## src/rtl/gpu_mem_map_pkg.sv

```systemverilog
`default_nettype none
// ============================================================================
// Package  : gpu_mem_map_pkg
// Desc     : Shared-memory map of the double-buffered column region and the
//            state encoding of the column frame writer.
// Revision : 1.0 - initial release
// ============================================================================
package gpu_mem_map_pkg;

  localparam logic [15:0] DIST0_BASE = 16'd63488;
  localparam logic [15:0] TEX0_BASE  = 16'd64000;
  localparam logic [15:0] DIST1_BASE = 16'd64512;
  localparam logic [15:0] TEX1_BASE  = 16'd65024;
  localparam logic [15:0] FLAG_ADDR  = 16'd65535;

  localparam int FLAG_CONSUMED_BIT = 0;
  localparam int FLAG_SEL_BIT      = 1;

  typedef logic [2:0] cfw_state_t;

  localparam cfw_state_t IDLE      = 3'd0;
  localparam cfw_state_t WR_DIST   = 3'd1;
  localparam cfw_state_t WR_TEX    = 3'd2;
  localparam cfw_state_t RD_FLAG   = 3'd3;
  localparam cfw_state_t CHK_FLAG  = 3'd4;
  localparam cfw_state_t POLL_WAIT = 3'd5;
  localparam cfw_state_t WR_FLAG   = 3'd6;

endpackage
`default_nettype wire

```

## src/rtl/sat_counter16.sv

```systemverilog
`default_nettype none
// ============================================================================
// Module   : sat_counter16
// Desc     : 16-bit event counter that sticks at 16'hFFFF.
// Revision : 1.0 - initial release
// ============================================================================
module sat_counter16 (
  input  logic        clk,
  input  logic        clr,
  input  logic        inc,
  output logic [15:0] count
);

  logic [15:0] r_count;

  always_ff @(posedge clk or negedge clr) begin
    if (!clr) begin
      r_count <= 16'd0;
    end else if (inc && (r_count != 16'hFFFF)) begin
      r_count <= r_count + 16'd1;
    end
  end

  assign count = r_count;

endmodule
`default_nettype wire

```

## src/rtl/column_frame_writer.sv

```systemverilog
`default_nettype none
// ============================================================================
// Module   : column_frame_writer
// Desc     : Writes one frame of (distance, texture) column pairs into the
//            back buffer and publishes it through the shared flag word.
// Options  : COLUMN_FRAME_WRITER_PERF_EN adds frames_published and
//            poll_stall_cycles saturating counters.
// Revision : 1.0 - initial release
// ============================================================================
module column_frame_writer
  import gpu_mem_map_pkg::*;
#(
  parameter int COLUMNS       = 320,
  parameter int POLL_INTERVAL = 64
) (
  input  logic        clk,
  input  logic        clr,
  input  logic        col_valid,
  output logic        col_ready,
  input  logic [15:0] col_distance,
  input  logic [15:0] col_texture,
  output logic        mem_req,
  output logic        mem_we,
  output logic [15:0] mem_addr,
  output logic [15:0] mem_wdata,
  input  logic        mem_gnt,
  input  logic [15:0] mem_rdata,
  output logic        back_sel,
  output logic        frame_done
`ifdef COLUMN_FRAME_WRITER_PERF_EN
  ,
  output logic [15:0] frames_published,
  output logic [15:0] poll_stall_cycles
`endif
);

  localparam int                  c_POLL_W    = (POLL_INTERVAL > 2) ? $clog2(POLL_INTERVAL - 1) : 1;
  localparam logic [8:0]          c_LAST_IDX  = 9'(COLUMNS - 1);
  localparam logic [c_POLL_W-1:0] c_POLL_LAST = c_POLL_W'(POLL_INTERVAL - 2);

  cfw_state_t          r_state;
  cfw_state_t          w_next;
  logic [8:0]          r_idx;
  logic                r_back_sel;
  logic                r_first_frame;
  logic [15:0]         r_dist;
  logic [15:0]         r_tex;
  logic [c_POLL_W-1:0] r_poll_cnt;
  logic                r_col_ready;
  logic                r_mem_req;
  logic                r_mem_we;
  logic [15:0]         r_mem_addr;
  logic [15:0]         r_mem_wdata;
  logic                r_frame_done;

  logic                w_accept;
  logic                w_last;
  logic [15:0]         w_dist_addr;
  logic [15:0]         w_tex_addr;
  logic [15:0]         w_flag_word;
  logic                w_req_n;
  logic                w_we_n;
  logic [15:0]         w_addr_n;
  logic [15:0]         w_wdata_n;
  logic                w_unused_rdata;

  assign w_accept    = col_valid & r_col_ready;
  assign w_last      = (r_idx == c_LAST_IDX);
  assign w_dist_addr = (r_back_sel ? DIST1_BASE : DIST0_BASE) + {7'd0, r_idx};
  assign w_tex_addr  = (r_back_sel ? TEX1_BASE : TEX0_BASE) + {7'd0, r_idx};

  always_comb begin
    w_flag_word               = 16'd0;
    w_flag_word[FLAG_SEL_BIT] = r_back_sel;
  end

  assign w_unused_rdata = ^mem_rdata;

  always_comb begin
    w_next = r_state;
    case (r_state)
      IDLE:      if (w_accept) w_next = WR_DIST;
      WR_DIST:   if (mem_gnt) w_next = WR_TEX;
      WR_TEX: begin
        if (mem_gnt) begin
          if (!w_last)            w_next = IDLE;
          else if (r_first_frame) w_next = WR_FLAG;
          else                    w_next = RD_FLAG;
        end
      end
      RD_FLAG:   if (mem_gnt) w_next = CHK_FLAG;
      CHK_FLAG:  w_next = mem_rdata[FLAG_CONSUMED_BIT] ? WR_FLAG : POLL_WAIT;
      // CHK_FLAG is one of the idle cycles, so the wait runs POLL_INTERVAL-1
      POLL_WAIT: if (r_poll_cnt == c_POLL_LAST) w_next = RD_FLAG;
      WR_FLAG:   if (mem_gnt) w_next = IDLE;
      default:   w_next = IDLE;
    endcase
  end

  // Bus outputs are registered from the next state so they stay stable
  // for as long as a request is left ungranted.
  always_comb begin
    w_req_n   = 1'b0;
    w_we_n    = 1'b0;
    w_addr_n  = 16'd0;
    w_wdata_n = 16'd0;
    case (w_next)
      WR_DIST: begin
        w_req_n   = 1'b1;
        w_we_n    = 1'b1;
        w_addr_n  = w_dist_addr;
        w_wdata_n = w_accept ? col_distance : r_dist;
      end
      WR_TEX: begin
        w_req_n   = 1'b1;
        w_we_n    = 1'b1;
        w_addr_n  = w_tex_addr;
        w_wdata_n = r_tex;
      end
      RD_FLAG: begin
        w_req_n  = 1'b1;
        w_addr_n = FLAG_ADDR;
      end
      WR_FLAG: begin
        w_req_n   = 1'b1;
        w_we_n    = 1'b1;
        w_addr_n  = FLAG_ADDR;
        w_wdata_n = w_flag_word;
      end
      default: begin
        w_req_n = 1'b0;
      end
    endcase
  end

  always_ff @(posedge clk or negedge clr) begin
    if (!clr) begin
      r_state       <= IDLE;
      r_idx         <= 9'd0;
      r_back_sel    <= 1'b0;
      r_first_frame <= 1'b1;
      r_dist        <= 16'd0;
      r_tex         <= 16'd0;
      r_poll_cnt    <= '0;
      r_col_ready   <= 1'b0;
      r_mem_req     <= 1'b0;
      r_mem_we      <= 1'b0;
      r_mem_addr    <= 16'd0;
      r_mem_wdata   <= 16'd0;
      r_frame_done  <= 1'b0;
    end else begin
      r_state <= w_next;
      if (w_accept) begin
        r_dist <= col_distance;
        r_tex  <= col_texture;
      end
      if ((r_state == WR_TEX) && mem_gnt && !w_last) begin
        r_idx <= r_idx + 9'd1;
      end
      if ((r_state == WR_FLAG) && mem_gnt) begin
        r_idx         <= 9'd0;
        r_back_sel    <= ~r_back_sel;
        r_first_frame <= 1'b0;
      end
      r_poll_cnt   <= (r_state == POLL_WAIT) ? r_poll_cnt + 1'b1 : '0;
      r_col_ready  <= (w_next == IDLE);
      r_mem_req    <= w_req_n;
      r_mem_we     <= w_we_n;
      r_mem_addr   <= w_addr_n;
      r_mem_wdata  <= w_wdata_n;
      r_frame_done <= (r_state == WR_FLAG) && mem_gnt;
    end
  end

  assign col_ready  = r_col_ready;
  assign mem_req    = r_mem_req;
  assign mem_we     = r_mem_we;
  assign mem_addr   = r_mem_addr;
  assign mem_wdata  = r_mem_wdata;
  assign back_sel   = r_back_sel;
  assign frame_done = r_frame_done;

`ifdef COLUMN_FRAME_WRITER_PERF_EN
  logic w_in_poll;

  assign w_in_poll = (r_state == RD_FLAG) || (r_state == CHK_FLAG) || (r_state == POLL_WAIT);

  sat_counter16 u_frames_cnt (
    .clk   (clk),
    .clr   (clr),
    .inc   (r_frame_done),
    .count (frames_published)
  );

  sat_counter16 u_stall_cnt (
    .clk   (clk),
    .clr   (clr),
    .inc   (w_in_poll),
    .count (poll_stall_cycles)
  );
`endif

endmodule
`default_nettype wire
```

## config.mk

```make
export PLATFORM = sky130hd
export DESIGN_NAME = column_frame_writer
export DESIGN_NICKNAME = d
export VERILOG_FILES = /design/src/rtl/gpu_mem_map_pkg.sv /design/src/rtl/sat_counter16.sv /design/src/rtl/column_frame_writer.sv
export SDC_FILE = /design/constraint.sdc
export NUM_CORES = 1
export LEC_CHECK = 0
export CAP_MARGIN = 20
export CORE_MARGIN = 3
export CORE_UTILIZATION = 49
export DETAILED_ROUTE_END_ITERATION = 8
export HOLD_SLACK_MARGIN = 0.08
export PLACE_DENSITY = 0.8
export SYNTH_ARGS = -nofsm -noshare
export SYNTH_HDL_FRONTEND = slang
export SYNTH_SLANG_ARGS = --single-unit
```

## constraint.sdc

```tcl
create_clock -name clk -period 3 [get_ports clk]
set_clock_uncertainty 0.05 [all_clocks]
set_input_delay 0.6 -clock clk [delete_from_list [all_inputs] [get_ports clk]]
set_output_delay 0.6 -clock clk [all_outputs]
set_load 0.05 [all_outputs]
```

# Word level (Yosys, flattened, before mapping)
# Index checks and enable logic that the tools add are counted.
# op_classes
n_addsub,4
n_eq_ne,12
muxes,20
bitwise_logic,2
reduce_logical,10
# op_table
cell,count
16-bit one-hot mux with 3 select lines,2
12-bit by 10-bit adder with 13-bit output,2
3-bit two-way mux,8
11-bit two-way mux,2
3-bit one-hot mux with 7 select lines,1
9-bit two-way mux,2
16-bit two-way mux,1
3-bit by 2-bit equality test with 1-bit output (second input constant),4
3-bit equality test (second input constant),4
9-bit by 1-bit adder with 9-bit output (second input constant),1
9-bit equality test (second input constant),1
6-bit by 1-bit adder with 6-bit output (second input constant),1
3-bit by 1-bit equality test with 1-bit output (second input constant),2
6-bit equality test (second input constant),1
3-bit logical NOT,2
6-bit two-way mux,1
4-bit OR reduction,1
1-bit logical AND,3
3-bit OR reduction,1
1-bit two-way mux,2
2-bit two-way mux,1
2-bit nonzero test,1
2-bit OR reduction,1
1-bit AND,1
2 further kinds,2
# totals
regBits,88
in_bits,52
out_inout_bits,37
word_cells,61

# Logic depth before layout (Yosys ltp)
# Gate-level depths: netlist of the first run.
# logic_depth
ltp_word,7
depth_mapped,9
depth_no_buf,7

# Least setup slack after synthesis of the first run
# No wires, ideal clock.
# synth_timing
kind,input to register
startpoint,in mem_gnt
endpoint,reg r_mem_wdata[10] (netlist: mem_wdata[10])
setup_time_ns,0.121
t_arrival_ns,2.039
required_time_ns,2.829
slack_ns,0.790
path_stages,8
path_buffers,2
cell_sequence,nand4bb_4 or4_4 and3_4 buf_6 inv_2 nor3b_4 buf_4 a22o_1
# synth_via
elab_chain_len,4
word_cells_on_any_way,9
cone_classes,eq/ne (3); mux (6)
# synth_lines
element,line_no,text
"start, declared",column_frame_writer.sv:26,"input logic mem_gnt,"
"3-bit two-way mux, on equally long branches",-,
3-bit one-hot mux with 7 select lines (*),column_frame_writer.sv:81,case (r_state)
named net w_next[0],column_frame_writer.sv:42,cfw_state_t w_next;
"3-bit equality test, or another cell as far along",column_frame_writer.sv:107,case (w_next)
16-bit one-hot mux with 3 select lines (*),column_frame_writer.sv:107,
named net w_wdata_n[10],column_frame_writer.sv:64,logic [15:0] w_wdata_n;
"end signal, assigned",column_frame_writer.sv:170,r_mem_wdata <= w_wdata_n;
"end, declared",column_frame_writer.sv:53,logic [15:0] r_mem_wdata;
# The timed path passes the listed nets; every way through them passes the cells marked *.
# A chain may end at the register's enable or synchronous reset.

# Worst setup path in the final report of the first run
# layout_timing
startpoint,in mem_gnt
endpoint,reg r_mem_wdata[11] (netlist: mem_wdata[11])
# layout_via
elab_chain_len,4
word_cells_on_any_way,9
cone_classes,eq/ne (3); mux (6)
# layout_lines
element,line_no
"3-bit two-way mux, on equally long branches",-
3-bit one-hot mux with 7 select lines (*),column_frame_writer.sv:81
"3-bit equality test, or another cell as far along",column_frame_writer.sv:107
16-bit one-hot mux with 3 select lines (*),column_frame_writer.sv:107
named net w_wdata_n[11],column_frame_writer.sv:64
# Marks and branches as above.

==> results by group, run 1 <==
Yosys
  • Post-synthesis cell count: about 270
  • Netlist cell types: 47
  • Post-synth ARST share: between 90% and 100%
  • Count leader, synth: dfrtp_1
  • Syn_nets: about 320
  • Synth area leader: dfrtp_1
  • Ys Warns: 0
  • Post-synthesis sequential area ratio: between 50% and 60%
  • Most used DFF post-synth: dfrtp_1
  • Syn avg cell area: between 10 and 15 um^2
  • Top post-synthesis cells by area: dfrtp_1, mux2_2, a22o_1, xnor2_1, nor2_1
  • Post-synth top cells: dfrtp_1, mux2_2, nor2_1, a22o_1, inv_1
  • Yosys reg bits: 83
  • Top cell type's share of synthesized area: just under 60%
  • Synthesized area: roughly 3500 um^2
  • EDFF count, synth: 0

Die
  • Die H: 90.2 um
  • Chip width: approximately 90 um
  • Core area: roughly 7000 um^2
  • Die area: between 8000 and 9000 um^2
  • Initial Utilization: between 50% and 60%
  • Cell row count: 30
  • Io pins: approximately 90

Cells and area
  • Fin cells: between 400 and 500
  • End-of-flow core utilization: between 60 and 70%
  • Synth-to-Final Area Change: 31.2%
  • N_diodes: 0
  • NumNets Final: between 300 and 400
  • Share of post-route cells with drive strength above 1: just under 20%

Timing
  • Unrepaired setup endpoints after global routing: no
  • Slew Limit Fails: 0
  • Fin worst setup slack: roughly 0.50 ns
  • Max Clock Freq: around 400 MHz
  • Fin. Hold Viols: 0
  • Measured slew at the worst slew-check pin: around 0.53 ns
  • Slew headroom: 64.7%
  • Final setup violation count: 0
  • Tcrit/Tclk final: 83.4%
  • Final worst path period need: roughly 2.5 ns
  • Final TNS setup: 0 ns

Routing
  • Routed wl met2: approximately 3500 um
  • Drt wl/cell: 15.4 um
  • Total vias in the final route: about 2,200
  • Via-per-instance ratio: approximately 5.1
  • Met1 WL: between 2000 and 3000 um
  • ANT nets after route: 0
  • Routed length on met3: roughly 280 um
  • 1st-pass router iterations: 4
  • Highest routed metal layer: met4
  • Drt drc: 0
  • DRT Wirelength: slightly below 7000 um
  • Drt first-iter violations: ~120

Clocking
  • Post-CTS Setup Inserts: 0
  • Clock Sinks: 83
  • Clk root buf: clkbuf_8
  • Total CTS buffers: 9
  • Hold buffers post-CTS: 0
  • CTS tree: done
  • Worst-skew pair later-pin latency: roughly 0.35 ns
  • H-tree level count: 3
  • Post-CTS sizing: 0
  • Clock buffer depth: 2
  • Worst-path clk slew: about 0.090 ns

Global routing
  • First-pass GRT wire length: 11,400 um
  • Largest net degree at the start of global routing: 84
  • Initial antenna violation count: 0
  • Tot GR Track Use: 17.6%
  • GRT Residual Overflow: 0
  • Number of global-route vias before repair: 2,319

Power and ir drop
  • Total chip power: ~5 mW
  • Pint: between 3 and 4 mW
  • Flop pwr share: a little over a third
  • Worst IR Drop VDD: around 0.62 mV
  • P_leak: a little over 2 nW
  • PD cells: roughly 1100 nW/um^2
  • Net Sw Frac: approximately two fifths
  • Clk pwr share: roughly a fifth
  • Comb pwr share: around 45%
  • Sw power: 1.98 mW

Setup path
  • Worst EP arrival: 2.74 ns
  • CP Capture Type: flip-flop
  • Largest fanout on the critical path: 15
  • Type of the worst setup path: primary input to flip-flop
  • CP startpoint kind: primary input
  • Worst EP required: about 3.2 ns

Placed design
  • Dpl ws: roughly 0.15 ns
  • Post-Place Cells: ~430
  • I/O Buffers: 73
  • Routability cong.: 0.782
  • HPWL after DPL: 4560 um

Run status
  • Outcome: finished clean

Flow run
  • Number of max-cap violations: 0

Worst hold path
  • Worst hold path type: primary input to asynchronous set/reset pin
[cell families (layout without fill, tap and decap cells)]
| logic type | after synthesis | after routing | synth area share (%) |
|---|---|---|---|
| mux | 33 | 33 | 10.7 |
| buf+inv | 33 | 111 | 5.01 |
| compound gates | 36 | 36 | 7.71 |
| simple gates | 67 | 67 | 12.5 |
| flops | 83 | 83 | 59.8 |
| xor+xnor | 13 | 13 | 3.28 |
| fa+ha+maj | 3 | 3 | 1.08 |
[power groups by stage]
stage / logic [mW] / registers [mW] / clock network, mW
after floorplan: 1.13 / 2.30 / 0
after global placement: 2.21 / 1.81 / 0
after detailed placement: 2.27 / 1.84 / 0
after CTS: 2.28 / 1.82 / 0.971
after global routing: 2.40 / 1.87 / 1.02
final: 2.27 / 1.82 / 0.948
[layout make-up]
type                       instances  area (um^2)
fill                             506         2270
sequential                        83         2080
multi-input combinational        152         1220
timing repair buffer              81          846
clock buffer                       9          124
tap                               96          120
clock inverter                     6          113
inverter                          15         56.3
[worst max-delay path, stage by stage]
cell,delay (ns)
clkdlybuf4s50_1,0.54
nor2b_1,0.21
a32o_1,0.28
or3b_1,0.52
nor3b_4,0.27
buf_12,0.17
a22o_1,0.15
[flip-flops by register name, summed over array words and instances (netlist names)]
register,flops
back_sel,1
col_ready,1
frame_done,1
mem_addr,11
mem_req,1
mem_wdata,16
mem_we,1
r_dist,16
r_first_frame,1
r_idx,9
r_poll_cnt,6
r_state,3
r_tex,16
[stage by stage]
step,hold slack (ns),area (um^2)
floorplan,0.254,3470
global placement,0.408,4300
detailed placement,0.414,4300
CTS,0.394,4530
global route,0.102,4560
finish,0.0921,4560
[per-layer routing]
layer  up-vias  GRT usage, %
met5         -             0
met4         0          6.51
met3         8          4.60
met2        46          28.9
met1      1113          22.6
li1       1073             -
[worst paths after layout]
kind                               start  cells after the start             to  slack [ns]
min                                  clr                      1       r_tex[4]        0.09
max                              mem_gnt                      7  mem_wdata[11]        0.50
min reg2reg                r_first_frame                      2  r_first_frame        0.43
max in group asynchronous            clr                      2  r_first_frame        2.16
max reg2reg                   r_state[2]                      7  mem_wdata[11]        0.68
min in group clk           r_first_frame                      2  r_first_frame        0.43
[placed cells by master (no fill, tap or decap), types with 3 or more instances in the layout]
| cell | instances |
|---|---|
| clkbuf_8 | 9 |
| and3_1 | 6 |
| bufinv_16 | 3 |
| nor2b_1 | 4 |
| nor2_1 | 18 |
| ha_1 | 3 |
| inv_1 | 14 |
| clkdlybuf4s50_1 | 72 |
| nand4_1 | 4 |
| mux2_2 | 32 |
| nand2_1 | 9 |
| xor2_1 | 3 |
| buf_12 | 3 |
| a21oi_1 | 12 |
| nand3_1 | 6 |
| dfrtp_1 | 82 |
| a22o_1 | 15 |
| buf_4 | 5 |
| xnor2_1 | 10 |
Note: power is estimated with default switching activity, not from simulation.
==> run 2, diff against run 1 <==
Clock period 3 ns to 2.6 ns, I/O delays scaled along.
==> run 2 against run 1 <==
Effect of this change: clock power increased by 12%; combinational power grew 17%; global-route usage fell by 0.40 points; core utilization increased by 0.33 points; wire length down 5.0%; largest cell class unchanged; sequential share of layout area decreased by 0.22 points; critical endpoint is now mem_wdata[9]; sequential power increased by 15%; largest power group unchanged; final area increased by 0.49%; worst setup slack worse by 0.35 ns; register-to-register slack got worse by 0.35 ns; count of clock-buffer cells in the layout increased by 1.
==> results by group, run 2 (synthesis gave the netlist of run 1 again) <==
Die
  • Core area: around 6800 um^2
  • Initial Utilization: approximately 51%
  • Die area: slightly above 8000 um^2
  • Io pins: 89
  • Cell row count: 30
  • Chip width: about 90 um
  • Die H: 90.2 um

Power and ir drop
  • P_leak: 2.06 nW
  • PD cells: approximately 1300 nW/um^2
  • Worst IR Drop VDD: approximately 0.79 mV

Timing
  • Final worst path period need: 2.45 ns
  • Final setup violation count: 0
  • Unrepaired setup endpoints after global routing: no
  • Fin. Hold Viols: 0
  • Measured slew at the worst slew-check pin: around 0.58 ns
  • Tcrit/Tclk final: a little over nine tenths
  • Slew Limit Fails: 0
  • Max Clock Freq: 408 MHz
  • Final hold slack: 0.104 ns
  • Fin worst setup slack: 0.151 ns
  • Slew headroom: roughly 60%

Clocking
  • Post-CTS Setup Inserts: 0
  • Worst-skew pair later-pin latency: 0.35 ns
  • Hold buffers post-CTS: 0
  • H-tree level count: 3
  • Clk root buf: clkbuf_8
  • CTS tree: done
  • Clock Sinks: 83
  • Post-CTS sizing: 0
  • Total CTS buffers: 9
  • Clock buffer depth: 2
  • Worst-path clk slew: 0.09 ns

Cells and area
  • N_diodes: 0
  • Commonest non-fill, non-tap cell in the layout: dfrtp_1
  • Share of post-route cells with drive strength above 1: about a fifth
  • NumNets Final: 403
  • Most frequent cells in the layout: dfrtp_1, clkdlybuf4s50_1, mux2_2
  • End-of-flow core utilization: ~67%
  • Synth-to-Final Area Change: 31.9%
  • Design Area, Final: between 4000 and 5000 um^2
  • Fin cells: 449

Placed design
  • I/O Buffers: 73
  • HPWL after DPL: approximately 4500 um
  • Routability cong.: roughly 0.85
  • Post-Place Cells: around 430
  • Cell Area, Placed: ~4300 um^2
  • Dpl ws: -0.379 ns

Routing
  • Drt drc: 0
  • Drt first-iter violations: 74
  • Drt wl/cell: roughly 14 um
  • Via-per-instance ratio: between 4 and 5
  • ANT nets after route: 0
  • 1st-pass router iterations: 4
  • Total vias in the final route: around 2,200
  • DRT Wirelength: approximately 6500 um

Global routing
  • Number of global-route vias before repair: roughly 2,300
  • Initial antenna violation count: 0
  • GRT Residual Overflow: 0
  • Routing usage on met2: 26.8%
  • Busiest grt layer: met2
  • First-pass GRT wire length: 11,100 um
  • Met3 GRT Util: a little over 5%
  • Tot GR Track Use: between 15 and 20%
  • Largest net degree at the start of global routing: 48
  • GRT met1 Usage: approximately 22%

Setup path
  • Crit-path cells: clkdlybuf4s50_1 > buf_4 > nand4bb_4 > or4_4 > and3_4 > inv_2 > nor3b_4 > buf_4 > a22o_1
  • Type of the worst setup path: primary input to flip-flop
  • Crit-path slowest cell: clkdlybuf4s50_1
  • CP Capture Type: flip-flop
  • CP peak stage delay: 0.55 ns
  • Worst EP required: roughly 2.8 ns
  • Most common cell on crit path: buf_4
  • Largest fanout on the critical path: 8
  • Worst EP arrival: roughly 2.7 ns
  • CP startpoint kind: primary input

Worst hold path
  • Worst hold path type: primary input to asynchronous set/reset pin

Flow run
  • Number of max-cap violations: 0

Run status
  • Outcome: finished clean
run 2: cell types whose count changed in the layout (fill, tap and decap cells not counted), sizes merged:
| cell | previous run | this run |
|---|---|---|
| inv | 16 | 17 |
| buf | 9 | 15 |
| clkbuf | 9 | 10 |
| bufinv | 3 | 2 |
| clkinvlp | 0 | 1 |
| clkinv | 2 | 1 |
run 2: worst paths after layout:
| check | start | to | slack [ns] | depth (start not counted) |
|---|---|---|---|---|
| max | mem_gnt | mem_wdata[9] | 0.15 | 9 |
| min | clr | r_dist[4] | 0.10 | 1 |
| max in group asynchronous | clr | r_tex[12] | 1.79 | 2 |
| max reg2reg | r_state[2] | mem_wdata[9] | 0.33 | 7 |
| min reg2reg | r_first_frame | r_first_frame | 0.42 | 2 |
| min in group clk | r_first_frame | r_first_frame | 0.42 | 2 |
run 2: layout make-up:
type                       instances  area, um^2
tap                               96         120
fill                             520        2250
sequential                        83        2080
multi-input combinational        152        1220
timing repair buffer              87         871
inverter                          15        56.3
clock buffer                      10         138
clock inverter                     6        96.3
run 2: per-layer routing:
metal  wire, um  vias up
li1           -     1086
met1       2980     1089
met2       3090       51
met3        277       12
met4        140        0
met5          0        -
run 2: where the power goes:
group / switching [mW] / internal [mW]
clock network: 0.480 / 0.578
logic: 1.53 / 1.12
registers: 0.273 / 1.81
run 2: critical path, delay by kind of cell:
kind,cells,cell delay [ns]
compound gates,1,0.24
simple gates,4,0.92
buf+inv,4,0.97
run 2: through the flow:
| step | setup TNS [ns] | total power [mW] |
|---|---|---|
| finish | 0 | 5.80 |
| global placement | -5.59 | 4.69 |
| CTS | 0 | 5.82 |
| global route | 0 | 6.10 |
| detailed placement | -6.75 | 4.76 |
| floorplan | 0 | 3.96 |
==> run 3, diff against run 2 <==
Settings changed: SETUP_SLACK_MARGIN set to 0.5.
==> run 3 against run 2 <==
Effect of this change: maximum frequency rose by 15%; non-clock buffer count increased by 9; final area is 2.3% higher; first-iteration DRC count is 62% higher; global-route usage grew 0.24 points; total power up 0.43%; highest routed layer unchanged; sequential cell count unchanged; via count is 4.7% higher.
==> results by group, run 3 (synthesis gave the netlist of run 1 again) <==
Run status
  • Outcome: finished clean

Routing
  • 1st-pass router iterations: 5
  • ANT nets after route: 0
  • Drt drc: 0
  • Drt first-iter violations: 120
  • Drt wl/cell: 15.1 um
  • Via-per-instance ratio: slightly above 5
  • Total vias in the final route: between 2,000 and 2,500
  • DRT Wirelength: between 6000 and 7000 um

Timing
  • Final setup violation count: 0
  • Fin worst setup slack: 0.478 ns
  • Unrepaired setup endpoints after global routing: yes
  • Fin. Hold Viols: 0
  • Max Clock Freq: ~470 MHz
  • Slew headroom: between 50% and 60%
  • Tcrit/Tclk final: 81.6%
  • Measured slew at the worst slew-check pin: 0.602 ns
  • Final TNS setup: 0 ns
  • Final worst path period need: around 2.1 ns
  • Final hold slack: about 0.12 ns
  • Slew Limit Fails: 0

Setup path
  • Largest fanout on the critical path: 15
  • Worst EP arrival: 2.31 ns
  • CP Capture Type: flip-flop
  • Worst reg2reg path startpoint: r_idx[1]
  • Worst EP required: between 2 and 3 ns
  • Type of the worst setup path: flip-flop to flip-flop
  • FF-to-FF setup slack: between 0.4 and 0.5 ns
  • CP startpoint kind: flip-flop
  • Worst-case reg-to-reg path depth: 8
  • Worst reg2reg path endpoint: mem_wdata[12]

Clocking
  • Worst-path clk slew: 0.08 ns
  • Hold buffers post-CTS: 0
  • Clk root buf: clkbuf_8
  • Total CTS buffers: 9
  • Clock Sinks: between 80 and 90
  • Clock buffer depth: 2
  • CTS tree: done
  • Worst-skew pair later-pin latency: about 0.35 ns
  • H-tree level count: 3

Power and ir drop
  • Worst IR Drop VDD: roughly 0.75 mV
  • P_leak: 2.30 nW
  • PD cells: 1240 nW/um^2

Placed design
  • I/O Buffers: 73
  • Cell Area, Placed: around 4400 um^2
  • Dpl ws: -0.202 ns
  • Routability cong.: 0.770
  • HPWL after DPL: roughly 4600 um

Cells and area
  • N_diodes: 0
  • NumNets Final: 412
  • Commonest non-fill, non-tap cell in the layout: dfrtp_1
  • End-of-flow core utilization: between 60 and 70%
  • Synth-to-Final Area Change: 34.9%
  • Share of post-route cells with drive strength above 1: about a quarter
  • Design Area, Final: roughly 4700 um^2
  • Most frequent cells in the layout: dfrtp_1, clkdlybuf4s50_1, mux2_2

Global routing
  • Largest net degree at the start of global routing: 50
  • Met3 GRT Util: 4.69%
  • First-pass GRT wire length: ~11,000 um
  • Initial antenna violation count: 0
  • Tot GR Track Use: between 10% and 20%
  • GRT Residual Overflow: 0
  • Number of global-route vias before repair: around 2,400
  • Routing usage on met2: 28.6%
  • GRT met1 Usage: 22.0%
  • Busiest grt layer: met2

Flow run
  • Number of max-cap violations: 0

Die
  • Io pins: 89
  • Chip width: 90.2 um
  • Die H: approximately 90 um
  • Cell row count: 30
  • Initial Utilization: roughly half
  • Core area: ~7000 um^2
  • Die area: ~8100 um^2

Worst hold path
  • Worst hold path type: primary input to asynchronous set/reset pin
==> run 3: how the worst max path moves through the flow <==
stage / slack, ns / cells past startpoint / startpoint / end
after floorplan: 0.47 / 8 / r_state[0] / mem_wdata[10]
after global placement: -0.15 / 7 / mem_gnt / mem_wdata[12]
after detailed placement: -0.20 / 7 / mem_gnt / mem_wdata[9]
after CTS: 0.49 / 8 / r_idx[0] / mem_wdata[12]
after global routing: 0.41 / 8 / r_idx[0] / mem_addr[0]
final: 0.48 / 8 / r_idx[1] / mem_wdata[12]
==> run 3: layer usage <==
metal / share of wire [%] / up-vias
met5: 0 / -
met4: 1.9 / 0
met3: 4.1 / 7
met2: 51 / 52
met1: 43 / 1185
li1: - / 1100
==> run 3: layout make-up <==
| class | count | area [um^2] |
|---|---|---|
| clock buffers | 10 | 128 |
| clock inverters | 6 | 73.8 |
| fillers | 500 | 2140 |
| inverters | 15 | 58.8 |
| multi-input cells | 152 | 1250 |
| flip-flops and latches | 83 | 2080 |
| well taps | 96 | 120 |
| repair buffers | 96 | 978 |
==> run 3: repair_timing <==
item	in CTS	in global routing
endpoints found under the setup margin	38	38
gates resized for setup	15	15
pin swaps	0	2
buffers inserted	5	5
==> run 3: metrics by stage <==
step | cells | total power, mW
4_1_cts | 453 | 5.76
5_1_grt | 458 | 6.14
2_1_floorplan | 268 | 3.97
3_3_place_gp | 432 | 4.72
3_5_place_dp | 432 | 4.81
6_report | 458 | 5.82
==> run 3: report_power, final <==
part	internal, mW	total [mW]	switching, mW
registers	1.82	2.07	0.250
clock network	0.455	0.923	0.467
logic	1.21	2.83	1.62
==> run 3: worst max-delay path: stages (launching register included) <==
cell	delay, ns
dfrtp_1	0.37
ha_2	0.19
nand4_1	0.16
or4_4	0.53
and3_4	0.20
inv_4	0.08
nor3b_4	0.05
buf_12	0.15
a22o_1	0.23
